$ cat config.mk
export PLATFORM = sky130hd
export DESIGN_NAME = mc_control_unit
export DESIGN_NICKNAME = d
export VERILOG_FILES = /design/src/rtl/mc_control_unit.sv
export SDC_FILE = /design/constraint.sdc
export NUM_CORES = 1
export LEC_CHECK = 0
export CORE_MARGIN = 1
export CORE_UTILIZATION = 45
export CTS_BUF_LIST = sky130_fd_sc_hd__clkbuf_4
export DETAILED_ROUTE_END_ITERATION = 12
export PLACE_DENSITY = 0.79
export SLEW_MARGIN = 20
export SYNTH_ARGS = -nofsm -noshare
export SYNTH_HDL_FRONTEND = slang
export SYNTH_SLANG_ARGS = --single-unit
$ cat constraint.sdc
create_clock -name clk -period 2.53 [get_ports clk]
set_input_delay 0.759 -clock clk [delete_from_list [all_inputs] [get_ports clk]]
set_output_delay 0.759 -clock clk [all_outputs]
set_load 0.02 [all_outputs]
$ cat src/rtl/mc_control_unit.sv
// ---------------------------------------------------------------------------
// mc_control_unit
//   Moore-style main controller for the multi-cycle MIPS data path. Decodes
//   the opcode/funct held in the IR and sequences fetch, decode, execute,
//   memory and write-back. It also keeps a retired-instruction counter.
//
//   Optional feature macro: ADDI_EN
//     defined   -> ADDIEX/ADDIWB states exist, opcode 001000 executes addi
//     undefined -> opcode 001000 is treated as a NOP (DECODE -> FETCH)
//
// Parameters
//   CNT_WIDTH   width of the retired-instruction counter (wraps)
//
// Ports
//   clk         in   system clock, rising edge
//   reset       in   asynchronous, active-low reset
//   Opcode      in   IR[31:26]
//   Funct       in   IR[5:0]
//   Zero        in   ALU zero flag, used in BRANCH
//   PCen        out  PC write enable (Mealy in BRANCH: follows Zero)
//   IorD        out  memory address select 0=PC 1=ALUOut
//   MemWrite    out  memory write strobe
//   IRWrite     out  instruction register load
//   RegDst      out  write register select 0=rt 1=rd
//   MemtoReg    out  write data select 0=ALUOut 1=MDR
//   RegWrite    out  register file write enable
//   ALUSrcA     out  0=PC 1=A
//   PCsrc       out  0=ALU result 1=ALUOut
//   ALUSrcB     out  00=B 01=4 10=SignImm 11=SignImm<<2
//   ALUControl  out  010 add 110 sub 000 and 001 or 111 slt
//   State_o     out  current state encoding (debug)
//   Retired_o   out  completed instruction count
// ---------------------------------------------------------------------------
module mc_control_unit #(
  parameter int CNT_WIDTH = 16
) (
  input  logic                 clk,
  input  logic                 reset,
  input  logic [5:0]           Opcode,
  input  logic [5:0]           Funct,
  input  logic                 Zero,
  output logic                 PCen,
  output logic                 IorD,
  output logic                 MemWrite,
  output logic                 IRWrite,
  output logic                 RegDst,
  output logic                 MemtoReg,
  output logic                 RegWrite,
  output logic                 ALUSrcA,
  output logic                 PCsrc,
  output logic [1:0]           ALUSrcB,
  output logic [2:0]           ALUControl,
  output logic [3:0]           State_o,
  output logic [CNT_WIDTH-1:0] Retired_o
);

  typedef enum logic [3:0] {
    S_FETCH   = 4'd0,
    S_DECODE  = 4'd1,
    S_MEMADR  = 4'd2,
    S_MEMRD   = 4'd3,
    S_MEMWB   = 4'd4,
    S_MEMWR   = 4'd5,
    S_EXECUTE = 4'd6,
    S_ALUWB   = 4'd7,
    S_BRANCH  = 4'd8,
    S_ADDIEX  = 4'd9,
    S_ADDIWB  = 4'd10
  } state_t;

  localparam logic [5:0] OP_RTYPE = 6'b000000;
  localparam logic [5:0] OP_LW    = 6'b100011;
  localparam logic [5:0] OP_SW    = 6'b101011;
  localparam logic [5:0] OP_BEQ   = 6'b000100;
  localparam logic [5:0] OP_ADDI  = 6'b001000;

  state_t                 state_q, state_d;
  logic [CNT_WIDTH-1:0]   retired_q, retired_d;

  // Ungated control values decoded from the state
  logic       pcen_c, iord_c, memwrite_c, irwrite_c, regdst_c;
  logic       memtoreg_c, regwrite_c, alusrca_c, pcsrc_c;
  logic [1:0] alusrcb_c;
  logic [2:0] aluctl_c;

  // Funct decode: ALU operation plus a legality flag (illegal -> NOP)
  logic       funct_legal;
  logic [2:0] funct_alu;

  always_comb begin
    funct_legal = 1'b1;
    funct_alu   = 3'b010;
    case (Funct)
      6'b100000: funct_alu = 3'b010;
      6'b100010: funct_alu = 3'b110;
      6'b100100: funct_alu = 3'b000;
      6'b100101: funct_alu = 3'b001;
      6'b101010: funct_alu = 3'b111;
      default: begin
        funct_legal = 1'b0;
        funct_alu   = 3'b010;
      end
    endcase
  end

  always_comb begin
    state_d    = S_FETCH;
    pcen_c     = 1'b0;
    iord_c     = 1'b0;
    memwrite_c = 1'b0;
    irwrite_c  = 1'b0;
    regdst_c   = 1'b0;
    memtoreg_c = 1'b0;
    regwrite_c = 1'b0;
    alusrca_c  = 1'b0;
    pcsrc_c    = 1'b0;
    alusrcb_c  = 2'b00;
    aluctl_c   = 3'b010;
    case (state_q)
      S_FETCH: begin
        irwrite_c = 1'b1;
        alusrcb_c = 2'b01;
        pcen_c    = 1'b1;
        state_d   = S_DECODE;
      end
      S_DECODE: begin
        // Branch target is computed here and parked in ALUOut
        alusrcb_c = 2'b11;
        if (Opcode == OP_LW || Opcode == OP_SW) begin
          state_d = S_MEMADR;
        end else if (Opcode == OP_RTYPE && funct_legal) begin
          state_d = S_EXECUTE;
        end else if (Opcode == OP_BEQ) begin
          state_d = S_BRANCH;
`ifdef ADDI_EN
        end else if (Opcode == OP_ADDI) begin
          state_d = S_ADDIEX;
`endif
        end else begin
          state_d = S_FETCH;
        end
      end
      S_MEMADR: begin
        alusrca_c = 1'b1;
        alusrcb_c = 2'b10;
        state_d   = (Opcode == OP_SW) ? S_MEMWR : S_MEMRD;
      end
      S_MEMRD: begin
        iord_c  = 1'b1;
        state_d = S_MEMWB;
      end
      S_MEMWB: begin
        memtoreg_c = 1'b1;
        regwrite_c = 1'b1;
        state_d    = S_FETCH;
      end
      S_MEMWR: begin
        iord_c     = 1'b1;
        memwrite_c = 1'b1;
        state_d    = S_FETCH;
      end
      S_EXECUTE: begin
        alusrca_c = 1'b1;
        aluctl_c  = funct_alu;
        state_d   = S_ALUWB;
      end
      S_ALUWB: begin
        regdst_c   = 1'b1;
        regwrite_c = 1'b1;
        state_d    = S_FETCH;
      end
      S_BRANCH: begin
        alusrca_c = 1'b1;
        aluctl_c  = 3'b110;
        pcsrc_c   = 1'b1;
        pcen_c    = Zero;   // the only Mealy output
        state_d   = S_FETCH;
      end
`ifdef ADDI_EN
      S_ADDIEX: begin
        alusrca_c = 1'b1;
        alusrcb_c = 2'b10;
        state_d   = S_ADDIWB;
      end
      S_ADDIWB: begin
        regwrite_c = 1'b1;
        state_d    = S_FETCH;
      end
`endif
      default: begin
        // Unreachable codes: all outputs zero, recover to FETCH
        aluctl_c = 3'b000;
        state_d  = S_FETCH;
      end
    endcase
  end

  // An instruction retires on every return to FETCH (NOPs included)
  always_comb begin
    retired_d = retired_q;
    if (state_d == S_FETCH && state_q != S_FETCH) begin
      retired_d = retired_q + 1'b1;
    end
  end

  always_ff @(posedge clk or negedge reset) begin
    if (!reset) begin
      state_q   <= S_FETCH;
      retired_q <= '0;
    end else begin
      state_q   <= state_d;
      retired_q <= retired_d;
    end
  end

  // FETCH asserts PCen/IRWrite, so every control is gated while reset is
  // low to keep the PC and memory untouched during reset.
  assign PCen       = reset & pcen_c;
  assign IorD       = reset & iord_c;
  assign MemWrite   = reset & memwrite_c;
  assign IRWrite    = reset & irwrite_c;
  assign RegDst     = reset & regdst_c;
  assign MemtoReg   = reset & memtoreg_c;
  assign RegWrite   = reset & regwrite_c;
  assign ALUSrcA    = reset & alusrca_c;
  assign PCsrc      = reset & pcsrc_c;
  assign ALUSrcB    = reset ? alusrcb_c : 2'b00;
  assign ALUControl = reset ? aluctl_c  : 3'b000;
  assign State_o    = state_q;
  assign Retired_o  = retired_q;

endmodule

==> summary.md <==
| Metric | Value |
|---|---|
| H-tree depth | `1` |
| Vias | `1,293` |
| Residual DRC count | `0` |
| Grt total ovfl | `0` |
| Vias/cell | `between 5 and 6` |
| HP Class | `input port to async pin` |
| Top FF cell, synth | `dfrtp_1` |
| Final setup fails | `2` |
| Synth top area share | `38.1%` |
| Post-synthesis xor/xnor area fraction | `~11%` |
| Core Box Area | `2760 um^2` |
| Final setup margin | `-82.3 ps` |
| Tmin final | `~2600 ps` |
| Worst Tran Pin Value | `roughly 420 ps` |
| Fin crit share | `103%` |
| CP required | `~1800 ps` |
| Critical path class | `input port to output pin` |
| Post-route ant nets | `0` |
| Synthesis-to-finish area growth | `54.3%` |
| Reg2reg end | `Retired_o[1]` |
| Die Y | `around 56 um` |
| CTS clk-pin slew, worst paths | `about 90 ps` |
| DRT Wirelength | `between 3 and 4 mm` |
| Num CTS Buffers | `3` |
| Adder-Cell Fraction of Synth Area | `less than 1%` |
| Crit-path max FO | `3` |
| Average footprint of a synthesized cell | `~9.6 um^2` |
| VDD IR max | `between 0.0006 and 0.0007 V` |
| Static Leakage | `between 0.0009 and 0.001 uW` |
| Worst Reg-to-Reg Cells | `7` |
| RR Startpoint | `State_o[2]` |
| CTS Hold Bufs | `0` |
| Compound-Gate Fraction of Synth Area | `a little over 6%` |
| Clock power share | `between 10% and 20%` |
| Sequential share of the synthesized area | `around two fifths` |
| #FFs+latches synth | `20` |
| Number of enable flip-flop cells after synthesis | `0` |
| RSZ-0062 raised after global routing | `yes` |
| PwrDens | `between 600 and 700 nW/um^2` |
| Status | `finished, violations left` |
| FP Rows | `19` |
| Power Internal | `792 uW` |
| Reg-to-reg slack, setup | `between 300 and 400 ps` |
| Most area-hungry cell type in the Yosys netlist | `dfrtp_1` |
| Psw | `~540 uW` |
| Hpwl dp | `around 2.7 mm` |
| Max Clock Skew | `a little under 9 ps` |
| Global-route wire length before repair | `5.87 mm` |
| Simple-gate area share of the yosys netlist | `35.5%` |
| Layout cells sized above 1 | `a little over a third` |
| Clock latency on the worst-skew pair | `a little under 300 ps` |
| Synth cell count leaders | `20 x dfrtp_1, 15 x xnor2_1, 9 x nand2_1, 9 x nand3_2, 8 x nor2_1` |
| CTS Buffer Depth | `2` |
| Netlist cell types | `39` |
| Worst rel slew slack | `slightly above 70%` |
| Max Freq | `about 380 MHz` |
| TritonRoute pass-1 iters | `4` |
| Combinational power share | `54.6%` |
| Die width | `between 50 and 60 um` |
| Reg power frac | `34.8%` |
| Port Buffers | `48` |
| Area of the die | `about 3100 um^2` |
| Failing checks | `negative setup slack` |
| Startpoint types | `input port` |
| Design Area, Final | `2030 um^2` |
| Clock Sink Count | `20` |
| Slew Limit Fails | `0` |
| WP data arrival | `1850 ps` |
| Initial Util | `a little under half` |
| Initial antenna violation count | `0` |
| Top-count cell post-synth | `dfrtp_1` |
| Ant. Diodes | `0` |
| Vias in the first global route | `approximately 1,300` |
| Maximum Capacitance Violations | `0` |
| Pin count of the biggest net entering global routing | `18` |
| Placed Area | `between 1500 and 2000 um^2` |
| Largest family of logic cells by synthesized area | `simple AND/OR/NAND/NOR gates` |
| Synth area leaders | `dfrtp_1 38%, xnor2_1 10%, nand3_2 6.9%` |
| CTS root buf | `clkbuf_4` |
| Final Hold Vio Count | `0` |
| Yosys warns | `0` |
| Routed WL per cell | `15.7 um` |
| Layout Nets | `approximately 220` |
| Gpl congestion | `between 0.8 and 0.9` |
| Synth Net Count | `153` |
| CTS tree | `built` |
| DRT iter0 DRCs | `67` |
| Final Util | `roughly 73%` |
| Mux contribution to synthesized area | `about 1.7%` |
| Io pins | `49` |
| Netlist Area Pre-Place | `between 1000 and 1500 um^2` |
| Worst Setup End Kind | `output pin` |
| Cells after synthesis | `roughly 140` |
| GRT Util Overall | `23.7%` |
| Net Sw Frac | `between 40% and 50%` |
| Post-synth ARST share | `100%` |
==> worst max-delay path by stage <==
stage | from | end | slack [ps] | cells after the start
floorplan | Funct[1] | ALUControl[1] | -40 | 4
global placement | Funct[1] | ALUControl[1] | -960 | 6
detailed placement | Funct[1] | ALUControl[1] | -1000 | 6
CTS | Funct[4] | ALUControl[0] | -90 | 6
global route | Funct[4] | ALUControl[0] | -120 | 6
finish | Funct[4] | ALUControl[0] | -80 | 6
==> flip-flops by register name, summed over array words and instances, names as in the netlist <==
register   count
Retired_o     16
State_o        4
==> metrics by stage <==
step / power [uW] / setup WS [ps] / std cells / hold WS [ps] / setup TNS (ps)
after CTS: 1320 / -90.1 / 234 / 398 / -139
after floorplan: 912 / -44.3 / 137 / 463 / -44.3
final: 1340 / -82.3 / 234 / 359 / -164
after global routing: 1410 / -119 / 234 / 334 / -228
after global placement: 1160 / -961 / 231 / 467 / -13980
after detailed placement: 1180 / -1000 / 231 / 461 / -15050
==> cell type report <==
class	count	area, um^2
multi-input combinational	104	822
inverter	6	22.5
tap	31	38.8
timing repair buffer	70	619
sequential	20	500
fill	209	732
clock buffer	3	22.5
==> logic make-up (layout without fill, tap and decap cells) <==
group           count (synthesis)  count (layout)
compound gates                 12              12
xor+xnor                       17              17
fa+ha+maj                       1               1
buf+inv                        13              79
flops                          20              20
mux                             2               2
simple gates                   72              72
==> power groups by stage <==
stage | clock network, uW | logic [uW] | registers, uW
after floorplan | 0 | 373 | 538
after global placement | 0 | 697 | 462
after detailed placement | 0 | 715 | 466
after CTS | 146 | 711 | 464
after global routing | 162 | 774 | 478
final | 141 | 729 | 465
==> routing by layer <==
metal | track usage [%] | vias up | share of wire [%]
met5 | 0 | - | 0
met4 | 10.8 | 0 | 2.5
met3 | 3.95 | 12 | 4.9
met2 | 41.2 | 49 | 51
met1 | 28.5 | 615 | 41
li1 | - | 617 | -
==> layout by cell type, fill, tap and decap left out, drive strengths merged, types with 2 or more instances in the layout <==
| cell type | count |
|---|---|
| clkdlybuf4s15 | 2 |
| nand3 | 13 |
| nor3 | 7 |
| clkbuf | 3 |
| dfrtp | 20 |
| xor2 | 2 |
| nor4 | 3 |
| o21ai | 2 |
| inv | 6 |
| dlygate4sd2 | 6 |
| xnor2 | 15 |
| nand2b | 4 |
| and3 | 7 |
| clkdlybuf4s50 | 24 |
| nand2 | 9 |
| a211oi | 2 |
| nor2 | 8 |
| buf | 35 |
| mux2 | 2 |
| or4 | 5 |
| a21oi | 3 |
| dlymetal6s2s | 3 |
| nand4 | 6 |
| and2 | 5 |
==> critical path: stages <==
cell	delay (ps)
buf_6	90
nand2b_4	140
or4_4	450
a2bb2oi_2	180
nor2_2	120
buf_6	120
==> repair_timing <==
item,4_1_cts,5_1_grt
pin swaps,6,8
setup endpoints to repair,16,19
setup buffers,0,0
endpoints found under the hold margin,0,0
gates resized for setup,78,16
Note: power is estimated with default switching activity, not from simulation.
